### config.mk
export PLATFORM = sky130hd
export DESIGN_NAME = fetch_stage_flat
export DESIGN_NICKNAME = d
export VERILOG_FILES = /design/src/rtl/fetch_stage_pkg.sv /design/src/rtl/fetch_stage_if.sv /design/src/rtl/fetch_stage_if_id_reg.sv /design/src/rtl/fetch_stage.sv /design/src/flat_wrapper.sv
export SDC_FILE = /design/constraint.sdc
export NUM_CORES = 1
export LEC_CHECK = 0
export ABC_AREA = 1
export CAP_MARGIN = 20
export CELL_PAD_IN_SITES_DETAIL_PLACEMENT = 1
export CELL_PAD_IN_SITES_GLOBAL_PLACEMENT = 1
export CORE_MARGIN = 1.5
export CORE_UTILIZATION = 51
export CTS_BUF_LIST = sky130_fd_sc_hd__clkbuf_8
export CTS_CLUSTER_SIZE = 28
export DETAILED_ROUTE_END_ITERATION = 12
export DONT_BUFFER_PORTS = 1
export HOLD_SLACK_MARGIN = 0.15
export PLACE_DENSITY_LB_ADDON = 0.1
export SLEW_MARGIN = 40
export SYNTH_ARGS = -nofsm -noshare
export SYNTH_HDL_FRONTEND = slang
export SYNTH_SLANG_ARGS = --single-unit
### constraint.sdc
create_clock -name clk -period 3.66 [get_ports clk]
set_clock_uncertainty 0.05 [all_clocks]
set_input_delay 0.366 -clock clk [delete_from_list [all_inputs] [get_ports clk]]
set_output_delay 0.366 -clock clk [all_outputs]
set_load 0.02 [all_outputs]
### src/rtl/fetch_stage_pkg.sv
// Shared types and constants for the instruction-fetch stage.
package fetch_stage_pkg;

    typedef logic [15:0] word_t;

    localparam word_t RESET_PC  = 16'h0000;
    localparam word_t NOP_INSTR = 16'h0800;

    typedef enum logic [1:0] {
        BOOT,
        RUN,
        STALL
    } fetch_state_t;

    // Bring-up counters stick at all-ones instead of wrapping.
    function automatic word_t sat_inc(input word_t v);
        return (v == '1) ? v : v + 16'd1;
    endfunction

endpackage

### src/rtl/fetch_stage_if.sv
// Fetch-stage bundle: hazard/redirect controls, instruction-memory port, IF/ID outputs.
interface fetch_stage_if;
    import fetch_stage_pkg::*;

    logic  pcKeep;
    logic  ifKeep;
    logic  redirect;
    word_t redirectPc;
    logic  memUseInstr;
    word_t instrRdata;
    word_t instrAddr;
    logic  instrReq;
    word_t ifidInstr;
    word_t ifidPc;
    logic  ifidValid;
    word_t fetchCount;
    word_t bubbleCount;

    modport master (
        input  pcKeep, ifKeep, redirect, redirectPc, memUseInstr, instrRdata,
        output instrAddr, instrReq, ifidInstr, ifidPc, ifidValid, fetchCount, bubbleCount
    );

    modport slave (
        output pcKeep, ifKeep, redirect, redirectPc, memUseInstr, instrRdata,
        input  instrAddr, instrReq, ifidInstr, ifidPc, ifidValid, fetchCount, bubbleCount
    );

endinterface

### src/rtl/fetch_stage_if_id_reg.sv
// IF/ID pipeline register: holds on keep, otherwise loads a bubble or a fetched word.
module fetch_stage_if_id_reg
    import fetch_stage_pkg::*;
(
    input  logic  clk,
    input  logic  rst,
    input  logic  keep,
    input  logic  bubble,
    input  word_t load_instr,
    input  word_t load_pc,
    output word_t instr,
    output word_t pc,
    output logic  valid
);

    always_ff @(posedge clk or posedge rst) begin
        if (rst) begin
            instr <= NOP_INSTR;
            pc    <= '0;
            valid <= 1'b0;
        end else if (!keep) begin
            if (bubble) begin
                instr <= NOP_INSTR;
                pc    <= '0;
                valid <= 1'b0;
            end else begin
                instr <= load_instr;
                pc    <= load_pc;
                valid <= 1'b1;
            end
        end
    end

endmodule

### src/rtl/fetch_stage.sv
// Instruction-fetch stage: PC register, boot/run/stall control, IF/ID load and bring-up counters.
module fetch_stage
    import fetch_stage_pkg::*;
(
    input  logic          clk,
    input  logic          rst,
    fetch_stage_if.master bus
);

    fetch_state_t state;
    word_t        pc;
    word_t        pc_seq;
    word_t        fetch_cnt;
    word_t        bubble_cnt;
    logic         take_bubble;
    word_t        ifid_instr;
    word_t        ifid_pc;
    logic         ifid_valid;

    assign pc_seq = pc + 16'd1;

    // Only a plain sequential fetch loads a real instruction; every other case is a bubble.
    always_comb begin
        take_bubble = 1'b1;
        if (state != BOOT && !bus.pcKeep && !bus.redirect && !bus.memUseInstr)
            take_bubble = 1'b0;
    end

    always_ff @(posedge clk or posedge rst) begin
        if (rst) begin
            state      <= BOOT;
            pc         <= RESET_PC;
            fetch_cnt  <= '0;
            bubble_cnt <= '0;
        end else begin
            if (state == BOOT) begin
                state <= RUN;
            end else if (bus.pcKeep) begin
                state <= bus.memUseInstr ? STALL : RUN;
            end else if (bus.redirect) begin
                pc    <= bus.redirectPc;
                state <= RUN;
            end else if (bus.memUseInstr) begin
                state <= STALL;
            end else begin
                pc    <= pc_seq;
                state <= RUN;
            end

            if (!bus.ifKeep) begin
                if (take_bubble)
                    bubble_cnt <= sat_inc(bubble_cnt);
                else
                    fetch_cnt <= sat_inc(fetch_cnt);
            end
        end
    end

    fetch_stage_if_id_reg u_if_id_reg (
        .clk        (clk),
        .rst        (rst),
        .keep       (bus.ifKeep),
        .bubble     (take_bubble),
        .load_instr (bus.instrRdata),
        .load_pc    (pc_seq),
        .instr      (ifid_instr),
        .pc         (ifid_pc),
        .valid      (ifid_valid)
    );

    assign bus.instrAddr   = pc;
    assign bus.instrReq    = (state != BOOT) && !bus.memUseInstr;
    assign bus.ifidInstr   = ifid_instr;
    assign bus.ifidPc      = ifid_pc;
    assign bus.ifidValid   = ifid_valid;
    assign bus.fetchCount  = fetch_cnt;
    assign bus.bubbleCount = bubble_cnt;

endmodule

### src/flat_wrapper.sv
// flat-port wrapper written by rule: the top's interface ports become plain ports
module fetch_stage_flat import fetch_stage_pkg::*;
  (clk, rst, bus_pcKeep, bus_ifKeep, bus_redirect, bus_redirectPc, bus_memUseInstr, bus_instrRdata, bus_instrAddr, bus_instrReq, bus_ifidInstr, bus_ifidPc, bus_ifidValid, bus_fetchCount, bus_bubbleCount);
  fetch_stage_if bus_i ();
  input  logic clk;
  input  logic rst;
  input wire logic [$bits(bus_i.pcKeep)-1:0] bus_pcKeep;
  input wire logic [$bits(bus_i.ifKeep)-1:0] bus_ifKeep;
  input wire logic [$bits(bus_i.redirect)-1:0] bus_redirect;
  input wire logic [$bits(bus_i.redirectPc)-1:0] bus_redirectPc;
  input wire logic [$bits(bus_i.memUseInstr)-1:0] bus_memUseInstr;
  input wire logic [$bits(bus_i.instrRdata)-1:0] bus_instrRdata;
  output wire logic [$bits(bus_i.instrAddr)-1:0] bus_instrAddr;
  output wire logic [$bits(bus_i.instrReq)-1:0] bus_instrReq;
  output wire logic [$bits(bus_i.ifidInstr)-1:0] bus_ifidInstr;
  output wire logic [$bits(bus_i.ifidPc)-1:0] bus_ifidPc;
  output wire logic [$bits(bus_i.ifidValid)-1:0] bus_ifidValid;
  output wire logic [$bits(bus_i.fetchCount)-1:0] bus_fetchCount;
  output wire logic [$bits(bus_i.bubbleCount)-1:0] bus_bubbleCount;
  assign bus_i.pcKeep = bus_pcKeep;
  assign bus_i.ifKeep = bus_ifKeep;
  assign bus_i.redirect = bus_redirect;
  assign bus_i.redirectPc = bus_redirectPc;
  assign bus_i.memUseInstr = bus_memUseInstr;
  assign bus_i.instrRdata = bus_instrRdata;
  assign bus_instrAddr = bus_i.instrAddr;
  assign bus_instrReq = bus_i.instrReq;
  assign bus_ifidInstr = bus_i.ifidInstr;
  assign bus_ifidPc = bus_i.ifidPc;
  assign bus_ifidValid = bus_i.ifidValid;
  assign bus_fetchCount = bus_i.fetchCount;
  assign bus_bubbleCount = bus_i.bubbleCount;
  fetch_stage u_core (.clk(clk), .rst(rst), .bus(bus_i));
endmodule
==> flow_summary.toml <==
[status]
status = "complete, no violations"

[yosys]
synth_compound_area_share_pct = 8.41
synthSimpleGateAreaFrac_pct = 32.3
synth_cell_types = 32
synth-seq-cells = 83
synth_top_family_by_area = "simple AND/OR/NAND/NOR gates"
synth_seq_area_share_pct = 47.3
ys_warn_count = 0
synth-xor-area-share_pct = 5.19
netlist_instances = 574
synth_area_um2 = 4390
synth.area.mux_share_pct = 0
syn_area_per_cell_um2 = 7.65
synth_fa_ha_area_share_pct = 0.855
synth_nets = 615

[floorplanning]
io_pins = 120
fp.dieH_um = 95.8
placementRows = 33
initial_core_util_pct = 53.2
die-area_um2 = 9170
core-area_um2 = 8260
die_w_um = 95.8

[clock_network]
cts_made_buffers = 9
clockRootBuffer = "clkbuf_8"
htreeDepth = 3
insertion_delay_ps = 370
clock_tree.buffer_depth = 2
clock_sink_count = 83
cts_tree = "built"
cts_resized = 0
clk_pin_slew_ps = 110

[pwr]
power_per_cell_area_nw_per_um2 = 503
irDropWorstVdd_v = 0.000277
leakage_nw = 2.38

[timing]
rsz0062_at_grt = "false"
holdWs_ps = 169
period_minus_slack_ps = 2130
fin_ws_ps = 1530
tightestPinTransition_ps = 739
timing.setup.tns_ps = 0
relSlewSlack_pct = 50.4
setup_viol = 0
finalCritPeriodShare_pct = 58.3
drv_slew = 0
finalHoldViolCount = 0
max_freq_mhz = 469

[routing]
vias = 3933
drtIter0Drc = 152
drc = 0
post_drt_via_cell_ratio = 5.59
postRouteWirelength_mm = 12.9
drtAntennaViolNets = 0
wl_per_cell_um = 18.3
dr.pass1.iters = 5

[setup_path]
cp-end-kind = "flop"
required_ps = 3900
crit_top_cell = "nor2_1"
cpPeakStageDelay_ps = 550
critPathArrivalTime_ps = 2380
cp_top_family = "simple AND/OR/NAND/NOR gates"
critical-path-slowest-cell = "nor2_1"
cp_cell_sequence = "ha_1 -> nand3_1 -> nor2_1 -> nor2_1 -> buf_4 -> nand2_1 -> o21ai_1"
crit_fanout = 11
cp-start-kind = "flop"
crit_type = "reg -> reg"
path_buf_inv = 1

[final_layout]
final_common_cell = "nand2_1"
drive_gt1_share_pct = 6.18
final_cell_mix = "nand2_1 (228), dfrtp_1 (82), nor2_1 (71)"
final_area_um2 = 4900
nFillCells = 1025
nNetsFinal = 635
synthToLayoutAreaGrowth_pct = 11.7
n_antenna_cell = 0

[global_routing]
grt_max_degree = 58
gr-total-overflow = 0
grt_pass1_vias = 4364
antenna_found_initial = 0
grt_pass1_wl_mm = 21.2
grt_usage_pct = 30.4

[placement]
place_congestion = 0.867
portBuffers = 0
dp_hpwl_mm = 8.29
dpl_cell_area_um2 = 4450
place_ws_ps = 1590

[run]
drv_cap = 0

[hold_path]
hp-class = "in -> reg"
==> kinds of logic (layout without fill, tap and decap cells) <==
logic type | Yosys count | in the layout
compound gates | 57 | 57
xor+xnor | 26 | 26
flops | 83 | 83
buf+inv | 59 | 84
fa+ha+maj | 3 | 3
simple gates | 346 | 346
==> cell usage after synthesis <==
library cell | instances | share of area [%]
nand2_1 | 228 | 19
dfrtp_1 | 82 | 47
nor2_1 | 71 | 6.1
inv_1 | 41 | 3.5
nand3_1 | 28 | 3.2
o21ai_0 | 27 | 3.1
a22o_1 | 18 | 3.6
xnor2_1 | 14 | 2.8
xor2_1 | 12 | 2.4
buf_2 | 7 | 0.80
o21ai_1 | 6 | 0.68
buf_4 | 4 | 0.68
clkbuf_1 | 4 | 0.34
nand4_1 | 4 | 0.57
ha_1 | 3 | 0.86
nand2_2 | 3 | 0.43
nor2_2 | 3 | 0.43
nand3b_1 | 2 | 0.34
nor2_4 | 2 | 0.51
nor3_1 | 2 | 0.23
o22ai_1 | 2 | 0.29
a21oi_2 | 1 | 0.20
buf_8 | 1 | 0.34
clkinv_1 | 1 | 0.085
dfstp_2 | 1 | 0.60
inv_4 | 1 | 0.14
nand2_4 | 1 | 0.26
nand3_4 | 1 | 0.40
nor3_4 | 1 | 0.37
o211ai_1 | 1 | 0.17
o21ai_2 | 1 | 0.20
o22a_1 | 1 | 0.20
==> worst paths after layout <==
check	startpoint	end	slack, ps	depth (start not counted)
max	u_core.bus.bubbleCount[0]$_DFFE_PP0P_	u_core.bus.bubbleCount[15]$_DFFE_PP0P_	1530	7
max reg2reg	u_core.bus.bubbleCount[0]$_DFFE_PP0P_	u_core.bus.bubbleCount[15]$_DFFE_PP0P_	1530	7
max in group asynchronous	rst	u_core.bus.instrAddr[10]$_DFFE_PP0P_	2310	3
min reg2reg	u_core.u_if_id_reg.pc[15]$_DFFE_PP0N_	u_core.u_if_id_reg.pc[15]$_DFFE_PP0N_	580	2
min in group asynchronous	rst	u_core.bus.fetchCount[4]$_DFFE_PP0P_	450	2
min	bus_redirectPc[3]	u_core.bus.instrAddr[3]$_DFFE_PP0P_	170	2
==> registers in the layout (all words and copies together), names as in the netlist <==
register / cells
u_core.bus.bubbleCount: 16
u_core.bus.fetchCount: 16
u_core.bus.instrAddr: 16
u_core.u_if_id_reg.instr: 16
u_core.u_if_id_reg.pc: 16
u_core.state: 2
u_core.u_if_id_reg.valid: 1
==> metrics by stage <==
| step | instances | utilization, % | total power, mW |
|---|---|---|---|
| global placement | 666 | 53.9 | 1.67 |
| CTS | 704 | 59.3 | 2.46 |
| detailed placement | 666 | 53.9 | 1.70 |
| finish | 704 | 59.4 | 2.47 |
| floorplan | 574 | - | 1.59 |
| global route | 704 | 59.4 | 2.60 |
==> power breakdown <==
part	switching [mW]	internal (mW)
Combinational	0.253	0.154
Clock	0.406	0.336
Sequential	0.298	1.02
Total	0.958	1.51
==> per-layer routing <==
layer | GRT usage (%) | vias to the layer above | wire [um]
met3 | 7.82 | 38 | 712
met2 | 54.6 | 122 | 6610
met1 | 33.8 | 1928 | 5090
li1 | - | 1845 | -
met5 | 0 | - | 0
met4 | 13.2 | 0 | 463
==> layout make-up <==
type | instances | area [um^2] | area share (%)
clock buffer | 9 | 124 | 2.53
clock inverter | 7 | 93.8 | 1.91
inverter | 43 | 169 | 3.44
multi-input combinational | 432 | 2060 | 41.9
sequential | 83 | 2080 | 42.4
tap | 105 | 131 | 2.68
timing repair buffer | 25 | 253 | 5.15
==> repair_timing <==
action,CTS,global route
setup buffers,0,0
endpoints found under the setup margin,0,0
hold buffers,22,0
endpoints found under the hold margin,94,0
(Power assumes the default switching activity.)
